**src/rtl/mem_pkg.sv**
```systemverilog
// rtl/mem_pkg.sv - shared load/store op encodings and memory-stage FSM states
package mem_pkg;

  localparam logic [3:0] LSU_NONE  = 4'd0;
  localparam logic [3:0] LSU_LD_B  = 4'd1;
  localparam logic [3:0] LSU_LD_H  = 4'd2;
  localparam logic [3:0] LSU_LD_W  = 4'd3;
  localparam logic [3:0] LSU_LD_BU = 4'd4;
  localparam logic [3:0] LSU_LD_HU = 4'd5;
  localparam logic [3:0] LSU_ST_B  = 4'd6;
  localparam logic [3:0] LSU_ST_H  = 4'd7;
  localparam logic [3:0] LSU_ST_W  = 4'd8;

  typedef enum logic [1:0] {
    IDLE = 2'd0,
    REQ  = 2'd1,
    RESP = 2'd2
  } mem_state_t;

  function automatic logic lsu_is_load(input logic [3:0] op);
    return (op == LSU_LD_B) || (op == LSU_LD_H) || (op == LSU_LD_W) ||
           (op == LSU_LD_BU) || (op == LSU_LD_HU);
  endfunction

  function automatic logic lsu_is_store(input logic [3:0] op);
    return (op == LSU_ST_B) || (op == LSU_ST_H) || (op == LSU_ST_W);
  endfunction

endpackage

```
**src/rtl/lsu_align.sv**
```systemverilog
// rtl/lsu_align.sv - store strobe/data lane generation, load extract/extend, misalignment detect
module lsu_align
  import mem_pkg::*;
(
  input  logic [3:0]  op,
  input  logic [1:0]  addr_lo,
  input  logic [31:0] store_data,
  input  logic [31:0] rdata,
  output logic        is_mem,
  output logic        is_load,
  output logic        is_store,
  output logic        misalign,
  output logic [3:0]  wstrb,
  output logic [31:0] wdata,
  output logic [31:0] load_data
);

  logic [31:0] lane;

  // The bus returns the aligned word; the addressed byte/half is shifted down to bit 0.
  assign lane = rdata >> {addr_lo, 3'b000};

  always_comb begin
    is_load   = lsu_is_load(op);
    is_store  = lsu_is_store(op);
    is_mem    = is_load || is_store;
    misalign  = 1'b0;
    wstrb     = 4'b0000;
    wdata     = 32'h0;
    load_data = lane;
    case (op)
      LSU_LD_B:  load_data = {{24{lane[7]}}, lane[7:0]};
      LSU_LD_BU: load_data = {24'h0, lane[7:0]};
      LSU_LD_H: begin
        misalign  = addr_lo[0];
        load_data = {{16{lane[15]}}, lane[15:0]};
      end
      LSU_LD_HU: begin
        misalign  = addr_lo[0];
        load_data = {16'h0, lane[15:0]};
      end
      LSU_LD_W:  misalign = |addr_lo;
      LSU_ST_B: begin
        wstrb = 4'b0001 << addr_lo;
        wdata = {4{store_data[7:0]}};
      end
      LSU_ST_H: begin
        misalign = addr_lo[0];
        wstrb    = addr_lo[1] ? 4'b1100 : 4'b0011;
        wdata    = {2{store_data[15:0]}};
      end
      LSU_ST_W: begin
        misalign = |addr_lo;
        wstrb    = 4'hF;
        wdata    = store_data;
      end
      default: ;
    endcase
  end

endmodule

```
**src/rtl/mem_stage.sv**
```systemverilog
// rtl/mem_stage.sv - memory-access pipeline stage with one-at-a-time load/store bus port
module mem_stage
  import mem_pkg::*;
#(
  parameter int DATA_WIDTH   = 32,
  parameter int ADDR_WIDTH   = 32,
  parameter int LSU_OP_WIDTH = 4
) (
  input  logic                    clk,
  input  logic                    rst_n,
  input  logic                    ex_valid,
  output logic                    ex_ready,
  input  logic [31:0]             ex_pc,
  input  logic [31:0]             ex_inst,
  input  logic [DATA_WIDTH-1:0]   ex_result,
  input  logic [LSU_OP_WIDTH-1:0] ex_lsu_op,
  input  logic [DATA_WIDTH-1:0]   ex_lsu_data,
  input  logic                    ex_rw_en,
  input  logic [4:0]              ex_rw_addr,
  output logic                    dreq_valid,
  input  logic                    dreq_ready,
  output logic                    dreq_we,
  output logic [ADDR_WIDTH-1:0]   dreq_addr,
  output logic [3:0]              dreq_wstrb,
  output logic [DATA_WIDTH-1:0]   dreq_wdata,
  input  logic                    dresp_valid,
  input  logic [DATA_WIDTH-1:0]   dresp_rdata,
  output logic                    mem_valid,
  input  logic                    mem_ready,
  output logic [31:0]             mem_pc,
  output logic [31:0]             mem_inst,
  output logic                    mem_rw_en,
  output logic [4:0]              mem_rw_addr,
  output logic [DATA_WIDTH-1:0]   mem_rw_data,
  output logic                    mem_ale
);

  mem_state_t state, state_nxt;

  logic [LSU_OP_WIDTH-1:0] req_op;
  logic [31:0]             req_pc;
  logic [31:0]             req_inst;
  logic [DATA_WIDTH-1:0]   req_result;
  logic                    req_rw_en;
  logic [4:0]              req_rw_addr;

  logic [LSU_OP_WIDTH-1:0] al_op;
  logic [1:0]              al_addr_lo;
  logic                    al_is_mem, al_is_load, al_is_store, al_misalign;
  logic [3:0]              al_wstrb;
  logic [31:0]             al_wdata, al_load_data;

  logic accept, go_mem, load_direct, resp_done;

  // In IDLE the aligner looks at the incoming op; afterwards at the latched one.
  assign al_op      = (state == IDLE) ? ex_lsu_op       : req_op;
  assign al_addr_lo = (state == IDLE) ? ex_result[1:0]  : req_result[1:0];

  lsu_align u_align (
    .op         (al_op),
    .addr_lo    (al_addr_lo),
    .store_data (ex_lsu_data),
    .rdata      (dresp_rdata),
    .is_mem     (al_is_mem),
    .is_load    (al_is_load),
    .is_store   (al_is_store),
    .misalign   (al_misalign),
    .wstrb      (al_wstrb),
    .wdata      (al_wdata),
    .load_data  (al_load_data)
  );

  assign ex_ready    = (state == IDLE) && (!mem_valid || mem_ready);
  assign accept      = ex_valid && ex_ready;
  assign go_mem      = accept && al_is_mem && !al_misalign;
  assign load_direct = accept && !go_mem;
  assign resp_done   = (state == RESP) && dresp_valid;

  assign dreq_valid = (state == REQ);
  assign dreq_addr  = req_result;

  always_comb begin
    state_nxt = state;
    case (state)
      IDLE:    if (go_mem) state_nxt = REQ;
      REQ:     if (dreq_ready) state_nxt = RESP;
      RESP:    if (dresp_valid) state_nxt = IDLE;
      default: state_nxt = IDLE;
    endcase
  end

  always_ff @(posedge clk) begin
    if (!rst_n) begin
      state       <= IDLE;
      req_op      <= '0;
      req_pc      <= '0;
      req_inst    <= '0;
      req_result  <= '0;
      req_rw_en   <= 1'b0;
      req_rw_addr <= '0;
      dreq_we     <= 1'b0;
      dreq_wstrb  <= '0;
      dreq_wdata  <= '0;
    end else begin
      state <= state_nxt;
      if (accept) begin
        req_op      <= ex_lsu_op;
        req_pc      <= ex_pc;
        req_inst    <= ex_inst;
        req_result  <= ex_result;
        req_rw_en   <= ex_rw_en;
        req_rw_addr <= ex_rw_addr;
        dreq_we     <= al_is_store;
        dreq_wstrb  <= al_wstrb;
        dreq_wdata  <= al_wdata;
      end
    end
  end

  // Accept only happens with the output register empty or draining, so a
  // completing response always finds it free.
  always_ff @(posedge clk) begin
    if (!rst_n) begin
      mem_valid   <= 1'b0;
      mem_pc      <= '0;
      mem_inst    <= '0;
      mem_rw_en   <= 1'b0;
      mem_rw_addr <= '0;
      mem_rw_data <= '0;
      mem_ale     <= 1'b0;
    end else if (load_direct) begin
      mem_valid   <= 1'b1;
      mem_pc      <= ex_pc;
      mem_inst    <= ex_inst;
      mem_rw_en   <= al_is_mem ? 1'b0 : ex_rw_en;
      mem_rw_addr <= ex_rw_addr;
      mem_rw_data <= ex_result;
      mem_ale     <= al_misalign;
    end else if (resp_done) begin
      mem_valid   <= 1'b1;
      mem_pc      <= req_pc;
      mem_inst    <= req_inst;
      mem_rw_en   <= al_is_load ? req_rw_en : 1'b0;
      mem_rw_addr <= req_rw_addr;
      mem_rw_data <= al_is_load ? al_load_data : req_result;
      mem_ale     <= 1'b0;
    end else if (mem_ready) begin
      mem_valid <= 1'b0;
    end
  end

endmodule

```
**config.mk**
```make
export PLATFORM = sky130hd
export DESIGN_NAME = mem_stage
export DESIGN_NICKNAME = d
export VERILOG_FILES = /design/src/rtl/mem_pkg.sv /design/src/rtl/lsu_align.sv /design/src/rtl/mem_stage.sv
export SDC_FILE = /design/constraint.sdc
export NUM_CORES = 1
export LEC_CHECK = 0
export ABC_CLOCK_PERIOD_IN_PS = 3510
export BUFFER_PORTS_ARGS = -buffer_cell sky130_fd_sc_hd__buf_2
export CELL_PAD_IN_SITES_DETAIL_PLACEMENT = 1
export CELL_PAD_IN_SITES_GLOBAL_PLACEMENT = 1
export CORE_AREA = 2 2 178 180
export CTS_CLUSTER_DIAMETER = 150
export DETAILED_ROUTE_END_ITERATION = 8
export DIE_AREA = 0 0 180 182
export PLACE_DENSITY = 0.86
export RECOVER_POWER = 50
export SYNTH_ARGS = -nofsm -noshare
export SYNTH_HDL_FRONTEND = slang
export SYNTH_HIERARCHICAL = 1
export SYNTH_SLANG_ARGS = --single-unit
```
**constraint.sdc**
```tcl
create_clock -name clk -period 3.51 [get_ports clk]
set_input_delay 0.8775 -clock clk [delete_from_list [all_inputs] [get_ports clk]]
set_output_delay 0.8775 -clock clk [all_outputs]
set_load 0.01 [all_outputs]
```
; Yosys cells after proc, flatten, opt, wreduce, memory -nomap -nowiden
; Index checks and enable logic that the tools add are counted.
[word_totals]
word_cells = 85
inputBits = 176
reg_bits = 249
out_inout_bits = 175
[classes]
n_eq_ne = 13
muxes = 29
reduce_logical = 24
shift = 2
[ops]
columns = operator, n
row1 = 32-bit 2-to-1 mux, 7
row2 = 32-bit case mux with 4 select lines, 1
row3 = 32-bit case mux with 3 select lines, 1
row4 = 32-bit by 5-bit right shift with 32-bit output, 1
row5 = "4-bit by 3-bit == test with 1-bit output, second input constant", 4
row6 = 4-bit case mux with 3 select lines, 1
row7 = 5-bit 2-to-1 mux, 2
row8 = 1-bit 2-to-1 mux, 9
row9 = "4-bit by 2-bit == test with 1-bit output, second input constant", 2
row10 = 1-bit logical OR, 8
row11 = 2-bit 2-to-1 mux, 4
row12 = 4-bit 2-to-1 mux, 2
row13 = 1-bit logical AND, 6
row14 = 2-bit case mux with 3 select lines, 1
row15 = "4-bit by 1-bit == test with 1-bit output, second input constant", 1
row16 = "4-bit == test, second input constant", 1
row17 = "2-bit inequality test, second input constant", 2
row18 = 2-bit OR reduction, 2
row19 = "1-bit by 2-bit left shift with 4-bit output, first input constant", 1
row20 = 1-bit zero test, 3
row21 = 3-bit AND reduction, 1
row22 = 3-bit nonzero test, 1
row23 = 3-bit OR reduction, 1
row24 = "2-bit by 1-bit == test with 1-bit output, second input constant", 1
row25 = other kinds (5), 5

; Depth between registers and ports, before layout
; Gate-level depths: netlist of the first run.
[logic_depth]
ltp_word = 13
mapped_depth = 14
ltp_nobuf = 10

; Cells and area by module
; Netlist of the first run, hierarchy kept.
[modules_own_cells]
columns = mod, instances, seq_area_each_um2, area_per_inst_um2, cells_each
row1 = mem_stage, 1, 4984.8, 9761.9, 1255
row2 = lsu_align, 1, 0.0, 1208.7, 186

; Worst setup path after synthesis of the first run
; Ideal clock, no wire load.
[synth_path]
kind = in2reg
startpoint = input ex_lsu_op[1]
endpoint = register mem_rw_data[10]
arrival_ns = 2.960
setup_ns = 0.130
path_slack_ns = 0.420
cell_stages = 10
n_path_buf = 2
required_time_ns = 3.380
cell_sequence = mux2_2 -> buf_2 -> nor3_1 -> a211oi_1 -> or3_1 -> nor2b_1 -> nand4b_2 -> nand2_1 -> buf_1 -> o22ai_1
[synth_via]
elab_chain_len = 12
[synth_rtl]
columns = element, line
row1 = "start, declared", mem_stage.sv:16  ; input logic [LSU_OP_WIDTH-1:0] ex_lsu_op,
row2 = 4-bit 2-to-1 mux (*), mem_stage.sv:56  ; assign al_op = (state == IDLE) ? ex_lsu_op : req_op;
row3 = 4-bit by 1-bit == test with 1-bit output or 4-bit by 2-bit == test with 1-bit output (tied branches), mem_pkg.sv:21  ; return (op == LSU_LD_B) || (op == LSU_LD_H) || (op == LSU_LD_W) ||
row4 = 1-bit logical OR (3 in series), mem_pkg.sv:21
row5 = 1-bit logical OR (*), mem_pkg.sv:22  ; (op == LSU_LD_BU) || (op == LSU_LD_HU);
row6 = net al_is_load, mem_stage.sv:49  ; logic al_is_mem, al_is_load, al_is_store, al_misalign;
row7 = 1-bit logical OR (*), lsu_align.sv:26  ; is_mem = is_load || is_store;
row8 = net al_is_mem, mem_stage.sv:49
row9 = 1-bit logical AND (*) (2 in series), mem_stage.sv:75  ; assign go_mem = accept && al_is_mem && !al_misalign;
row10 = 1-bit zero test (*), mem_stage.sv:76  ; assign load_direct = accept && !go_mem;
row11 = 1-bit logical AND (*), mem_stage.sv:76
row12 = 32-bit 2-to-1 mux or 2-bit nonzero test (tied branches), n/a
row13 = "end signal, assigned", mem_stage.sv:137  ; mem_rw_data <= ex_result;
row14 = "end signal, assigned", mem_stage.sv:145  ; mem_rw_data <= al_is_load ? al_load_data : req_result;
row15 = "end, declared", mem_stage.sv:34  ; output logic [DATA_WIDTH-1:0] mem_rw_data,
; Mark *: on every way through the listed nets, which the timed path passes. The rest lies on a longest branch. The select of a mux whose other input is x is not followed.
; A chain may end at the register's enable or synchronous reset.

; Worst setup path in the final report of the first run
[layout_path]
startpoint = input rst_n
endpoint = register req_inst[1]
[layout_rtl]
columns = element, line
row1 = "start, declared", mem_stage.sv:10  ; input logic rst_n,
row2 = "end signal, assigned", mem_stage.sv:109  ; req_inst <= ex_inst;
row3 = "end, declared", mem_stage.sv:42  ; logic [31:0] req_inst;
; No word-level cell between the ends.

==> results of run 1 <==
[power by group through the flow]
stage          clock network (mW)  registers [mW]  logic (mW)
2_1_floorplan                   0            3.50        1.12
3_3_place_gp                    0            3.42        1.95
3_5_place_dp                    0            3.43        2.01
4_1_cts                      3.05            3.37        2.03
5_1_grt                      3.17            3.42        2.14
6_report                     2.98            3.38        1.95
[metal layers]
layer  wire [um]  global-route usage
met2       20400               0.419
met1       17100               0.289
met4        1710               0.114
met3        2320              0.0443
met5           0                   0
[cells in the final DEF (no fill, tap or decap), types with 2 or more instances in the layout]
| cell | Yosys | routed |
|---|---|---|
| nand2_1 | 490 | 490 |
| dfxtp_1 | 249 | 249 |
| a21oi_1 | 195 | 195 |
| clkbuf_1 | 55 | 183 |
| buf_2 | 46 | 176 |
| o21ai_0 | 95 | 95 |
| a31oi_1 | 70 | 70 |
| mux2i_1 | 55 | 55 |
| nor2_1 | 43 | 43 |
| o22ai_1 | 32 | 32 |
| clkbuf_16 | 0 | 29 |
| buf_4 | 4 | 19 |
| a22o_1 | 16 | 16 |
| diode_2 | 0 | 11 |
| and2_1 | 10 | 10 |
| nor2b_1 | 9 | 9 |
| buf_12 | 0 | 9 |
| clkbuf_8 | 0 | 8 |
| a211oi_1 | 9 | 8 |
| mux2_2 | 7 | 7 |
| clkinv_2 | 0 | 6 |
| nor3b_1 | 3 | 3 |
| o31ai_1 | 3 | 3 |
| nand2b_1 | 2 | 2 |
| nor2_4 | 1 | 2 |
| nand3b_1 | 2 | 2 |
| nor3_1 | 2 | 2 |
| and3b_1 | 2 | 2 |
| inv_1 | 3 | 2 |
[kinds of logic after synthesis]
group                  Yosys count  share of synthesized area
AO/OA/AOI/OAI                  428                      0.218
XOR/XNOR                         1                   0.000799
buffers and inverters          127                     0.0586
flip-flops                     249                      0.454
multiplexers                    63                     0.0594
AND/OR/NAND/NOR                573                      0.209
[final timing paths]
path	from	to	depth (start not counted)
worst max-delay path	rst_n	req_inst[1]	4
worst min register to register	req_op[3]	req_op[3]	2
worst min-delay path	req_op[3]	req_op[3]	2
worst max register to register	state[0]	mem_rw_data[9]	12
[area by class of cell]
type                       instances  area, um^2
sequential                       249        4980
antenna                           11        27.5
fill                            3975       17300
tap                              402         503
multi-input combinational       1065        5390
inverter                           3        12.5
clock inverter                     9        76.3
timing repair buffer             381        1880
clock buffer                      45         866
[flip-flops by register name, summed over array words and instances (netlist names)]
signal       cells
mem_inst        32
req_pc          32
state            2
dreq_addr       32
req_rw_addr      5
dreq_we          1
req_inst        32
mem_ale          1
req_op           4
mem_valid        1
req_rw_en        1
dreq_wdata      32
mem_rw_addr      5
dreq_wstrb       4
mem_pc          32
mem_rw_en        1
mem_rw_data     32
[critical path, stage by stage]
cell	delay, ns
clkbuf_1	0.19
clkinvlp_2	1.46
clkbuf_4	0.89
a21oi_1	0.25
==> results.json, run 1 <==
{
  "status": "complete, but fails checks",
  "violations": "max-capacitance violations, max-slew violations",
  "cts_buffers": 29,
  "hold_path_class": "reg -> reg",
  "synth_most_common_cell": "nand2_1",
  "cts_max_level": 1,
  "p_int_mw": 5.61,
  "crit_fanout": 44,
  "power_frac_clock": 0.358,
  "min_period_over_period": 0.920,
  "gr-usage-all-layers": 0.242,
  "place_inst": 2100,
  "synth_largest_area_cell": "dfxtp_1",
  "cts-root-buf": "clkbuf_16",
  "clock_skew_ns": 0.00825,
  "critPathCaptureType": "flop",
  "place_area_mm2": 0.0130,
  "yosys-top-cells-count": "nand2_1 (490), dfxtp_1 (249), a21oi_1 (195), o21ai_0 (95), a31oi_1 (70)",
  "slew_viol_final": 45,
  "nets": 1905,
  "dieHeight_um": 182,
  "cts.clk_slew.worst_paths_ns": 0.06,
  "avgSynthCellArea_um2": 7.61,
  "utilization": 0.443,
  "timing.hold.ws_ns": 0.454,
  "regToRegSetupSlack_ns": 0.39,
  "rows": 65,
  "synth_area_mm2": 0.0110,
  "grt_pass1_vias": 11967,
  "firstDrtPassIters": 5,
  "setup_viol": 0,
  "synth_seq_area_share": 0.454,
  "postSynth.asyncResetShare": 0,
  "grt_overflow_total": 0,
  "synth_cell_types": 46,
  "area_growth_pct": 25.2,
  "fp.coreArea_mm2": 0.0310,
  "ir_worst_vdd_mv": 0.350,
  "synthTopCellsByArea": "dfxtp_1 (45%), nand2_1 (17%), a21oi_1 (8.9%)",
  "min_period_ns": 3.23,
  "synth_top_area_frac": 0.454,
  "path_class": "in -> reg",
  "pwr-share-comb": 0.235,
  "ioPinCount": 351,
  "power_mw": 8.32,
  "grt_antenna_before_repair": 11,
  "relSlewSlack": -0.238,
  "drtIter0Drc": 684,
  "final_cells": 2165,
  "dp_worst_setup_slack_ns": 0.216,
  "num_vias": 11566,
  "drv_cap": 1,
  "postCtsSetupRepairBufs": 0,
  "tightest_slew_ns": 1.85,
  "setup_slack_ns": 0.282,
  "tns_ns": 0,
  "power.leakage_nw": 5.28,
  "yosysWarnings": 6,
  "grt_max_degree": 113,
  "synth_edf_count": 0,
  "cts_buffer_depth": 3,
  "ys.flop_type": "dfxtp_1",
  "grt_pass1_wl_um": 64700,
  "ys_seq_elements": 249,
  "detail_route.wl_per_cell_um": 19.2,
  "finalInstanceArea_mm2": 0.0137,
  "cts_sinks": 249,
  "cts_resized": 0,
  "antenna_left": 0,
  "cp_data_required_time_ns": 3.98,
  "synth_nets": 1617,
  "max_freq_mhz": 310,
  "cp-start-kind": "input port",
  "port_buffers": 350,
  "hpwl_um": 27900,
  "die_area_mm2": 0.0328,
  "switching_share": 0.325,
  "clkLatencyLatePin_ns": 0.55,
  "cp.arrival_ns": 3.69,
  "finalWirelength_um": 41500,
  "syn_inst": 1441,
  "drive_gt1_frac": 0.155,
  "power_density_mw_per_mm2": 605,
  "vias_per_cell": 5.34,
  "die_x_um": 180,
  "cts_hold_buf": 0,
  "rsz0062_at_grt": "false",
  "place.gp.congestion": 0.875,
  "hold_viol": 0,
  "switchingPower_mw": 2.70,
  "start_util": 0.354,
  "power_frac_seq": 0.407,
  "drcViolationCount": 0,
  "cts_tree": "done"
}
No activity file was read; power rests on OpenSTA's default activity.
==> run 2: changes to the inputs <==
- RECOVER_POWER: 50 -> unset
==> results.json, run 2 (same netlist as run 1, synthesis figures left out) <==
{
  "status": "finished, final reports clean",
  "num_vias": 11583,
  "die_area_mm2": 0.0328,
  "ioPinCount": 351,
  "area_growth_pct": 27.5,
  "rr_worst_depth": 12,
  "min_period_ns": 3.14,
  "relSlewSlack": 0.545,
  "drv_cap": 0,
  "grt_max_degree": 113,
  "tns_ns": 0,
  "hpwl_um": 27900,
  "cts_buffers": 29,
  "r2r-start": "state[0]",
  "regToRegSetupSlack_ns": 0.37,
  "min_period_over_period": 0.894,
  "drive_gt1_frac": 0.255,
  "drcViolationCount": 0,
  "setup_slack_ns": 0.373,
  "hold_start": "dreq_we",
  "vias_per_cell": 5.35,
  "multi_input_area_mm2": 0.00539,
  "gr-usage-all-layers": 0.242,
  "cts-root-buf": "clkbuf_16",
  "cp_data_required_time_ns": 3.93,
  "firstDrtPassIters": 5,
  "clock_skew_ns": 0.00849,
  "rows": 65,
  "holdPathStages": 2,
  "gr-usage-met3": 0.0443,
  "final_common_cell": "nand2_1",
  "cts_hold_buf": 0,
  "cp-start-kind": "flop",
  "power_density_mw_per_mm2": 599,
  "dieHeight_um": 182,
  "grt_pass1_wl_um": 64700,
  "ir_worst_vdd_mv": 0.351,
  "nets": 1905,
  "cts_sinks": 249,
  "reg2reg_to": "mem_rw_data[9]",
  "use_met2": 0.419,
  "hold_viol": 0,
  "cts_tree": "done",
  "hold_path_class": "reg -> reg",
  "power.leakage_nw": 6.00,
  "fill_cells": 3909,
  "cp.arrival_ns": 3.56,
  "start_util": 0.354,
  "antenna_left": 0,
  "busiest_layer": "met2",
  "die_x_um": 180,
  "setup_viol": 0,
  "fp.coreArea_mm2": 0.0310,
  "met1_usage": 0.289,
  "drtIter0Drc": 673,
  "cts_resized": 0,
  "cts.clk_slew.worst_paths_ns": 0.06,
  "max_freq_mhz": 319,
  "clkLatencyLatePin_ns": 0.55,
  "cts_buffer_depth": 3,
  "crit_fanout": 71,
  "whs_endpoint": "dreq_we",
  "regArea_mm2": 0.00498,
  "critPathCaptureType": "flop",
  "cts_max_level": 1,
  "path_class": "reg -> reg",
  "rsz0062_at_grt": "false",
  "detail_route.wl_per_cell_um": 19.1,
  "dp_worst_setup_slack_ns": 0.216,
  "port_buffers": 350,
  "grt_pass1_vias": 11967,
  "finalWirelength_um": 41400,
  "place.gp.congestion": 0.875,
  "postCtsSetupRepairBufs": 0,
  "grt_antenna_before_repair": 11,
  "slew_viol_final": 0,
  "mostFrequentLayoutCells": "nand2_1 (490), buf_2 (349), dfxtp_1 (249), a21oi_1 (195), o21ai_0 (95)",
  "grt_overflow_total": 0,
  "tightest_slew_ns": 0.679
}
[run 2: cell types whose count changed in the layout (fill, tap and decap cells not counted), sizes merged]
cell	change
buf	+176
clkbuf	-176
clkinvlp	-1
inv	+1
[run 2: routing by layer]
metal | share of wire | wire length, um
met3 | 0.057 | 2350
met1 | 0.41 | 16800
met2 | 0.49 | 20400
met4 | 0.042 | 1750
met5 | 0 | 0
[run 2: worst max-delay path by stage]
| stage | start | end | slack, ns | cells after the start |
|---|---|---|---|---|
| 3_5_place_dp | ex_lsu_op[2] | mem_rw_data[5] | 0.22 | 11 |
| 6_report | state[0] | mem_rw_data[9] | 0.37 | 12 |
| 5_1_grt | state[0] | mem_rw_data[3] | 0.06 | 12 |
| 4_1_cts | state[0] | mem_rw_data[9] | 0.37 | 12 |
| 3_3_place_gp | ex_lsu_op[2] | mem_rw_en | 0.24 | 11 |
| 2_1_floorplan | ex_lsu_op[1] | mem_rw_data[10] | 0.42 | 10 |
[run 2: area by class of cell]
cell class / instances / area share
Tap cell: 402 / 0.0360
Clock buffer: 45 / 0.0619
Multi-Input combinational cell: 1065 / 0.385
Timing Repair Buffer: 381 / 0.152
Antenna cell: 11 / 0.00197
Clock inverter: 9 / 0.00546
Sequential cell: 249 / 0.357
Inverter: 3 / 0.000984
[run 2: power by group]
part | switching [mW] | total [mW] | internal (mW)
Clock | 1.22 | 2.98 | 1.76
Combinational | 1.26 | 2.02 | 0.756
Sequential | 0.208 | 3.38 | 3.17
[run 2: worst max-delay path, stage by stage (launching register included)]
cell and delay, ns:
dfxtp_1 0.39, nor2_4 0.19, buf_4 0.22, mux2_2 0.47, inv_1 0.24, a211oi_1 0.11
a21oi_1 0.14, o21ai_0 0.11, nor2b_1 0.16, nand4b_4 0.19, buf_12 0.30, buf_4 0.33
o22ai_1 0.13
[run 2: stage by stage]
step           instances  area, um^2  power [mW]   util  hold slack (ns)
6_report            2165       14000        8.37  0.451            0.453
5_1_grt             2164       14000        8.79  0.451            0.476
3_3_place_gp        2100       13000        5.36  0.420            0.440
2_1_floorplan       1441       11000        4.62      -            0.434
3_5_place_dp        2100       13000        5.44  0.420            0.447
4_1_cts             2154       14000        8.45  0.450            0.456
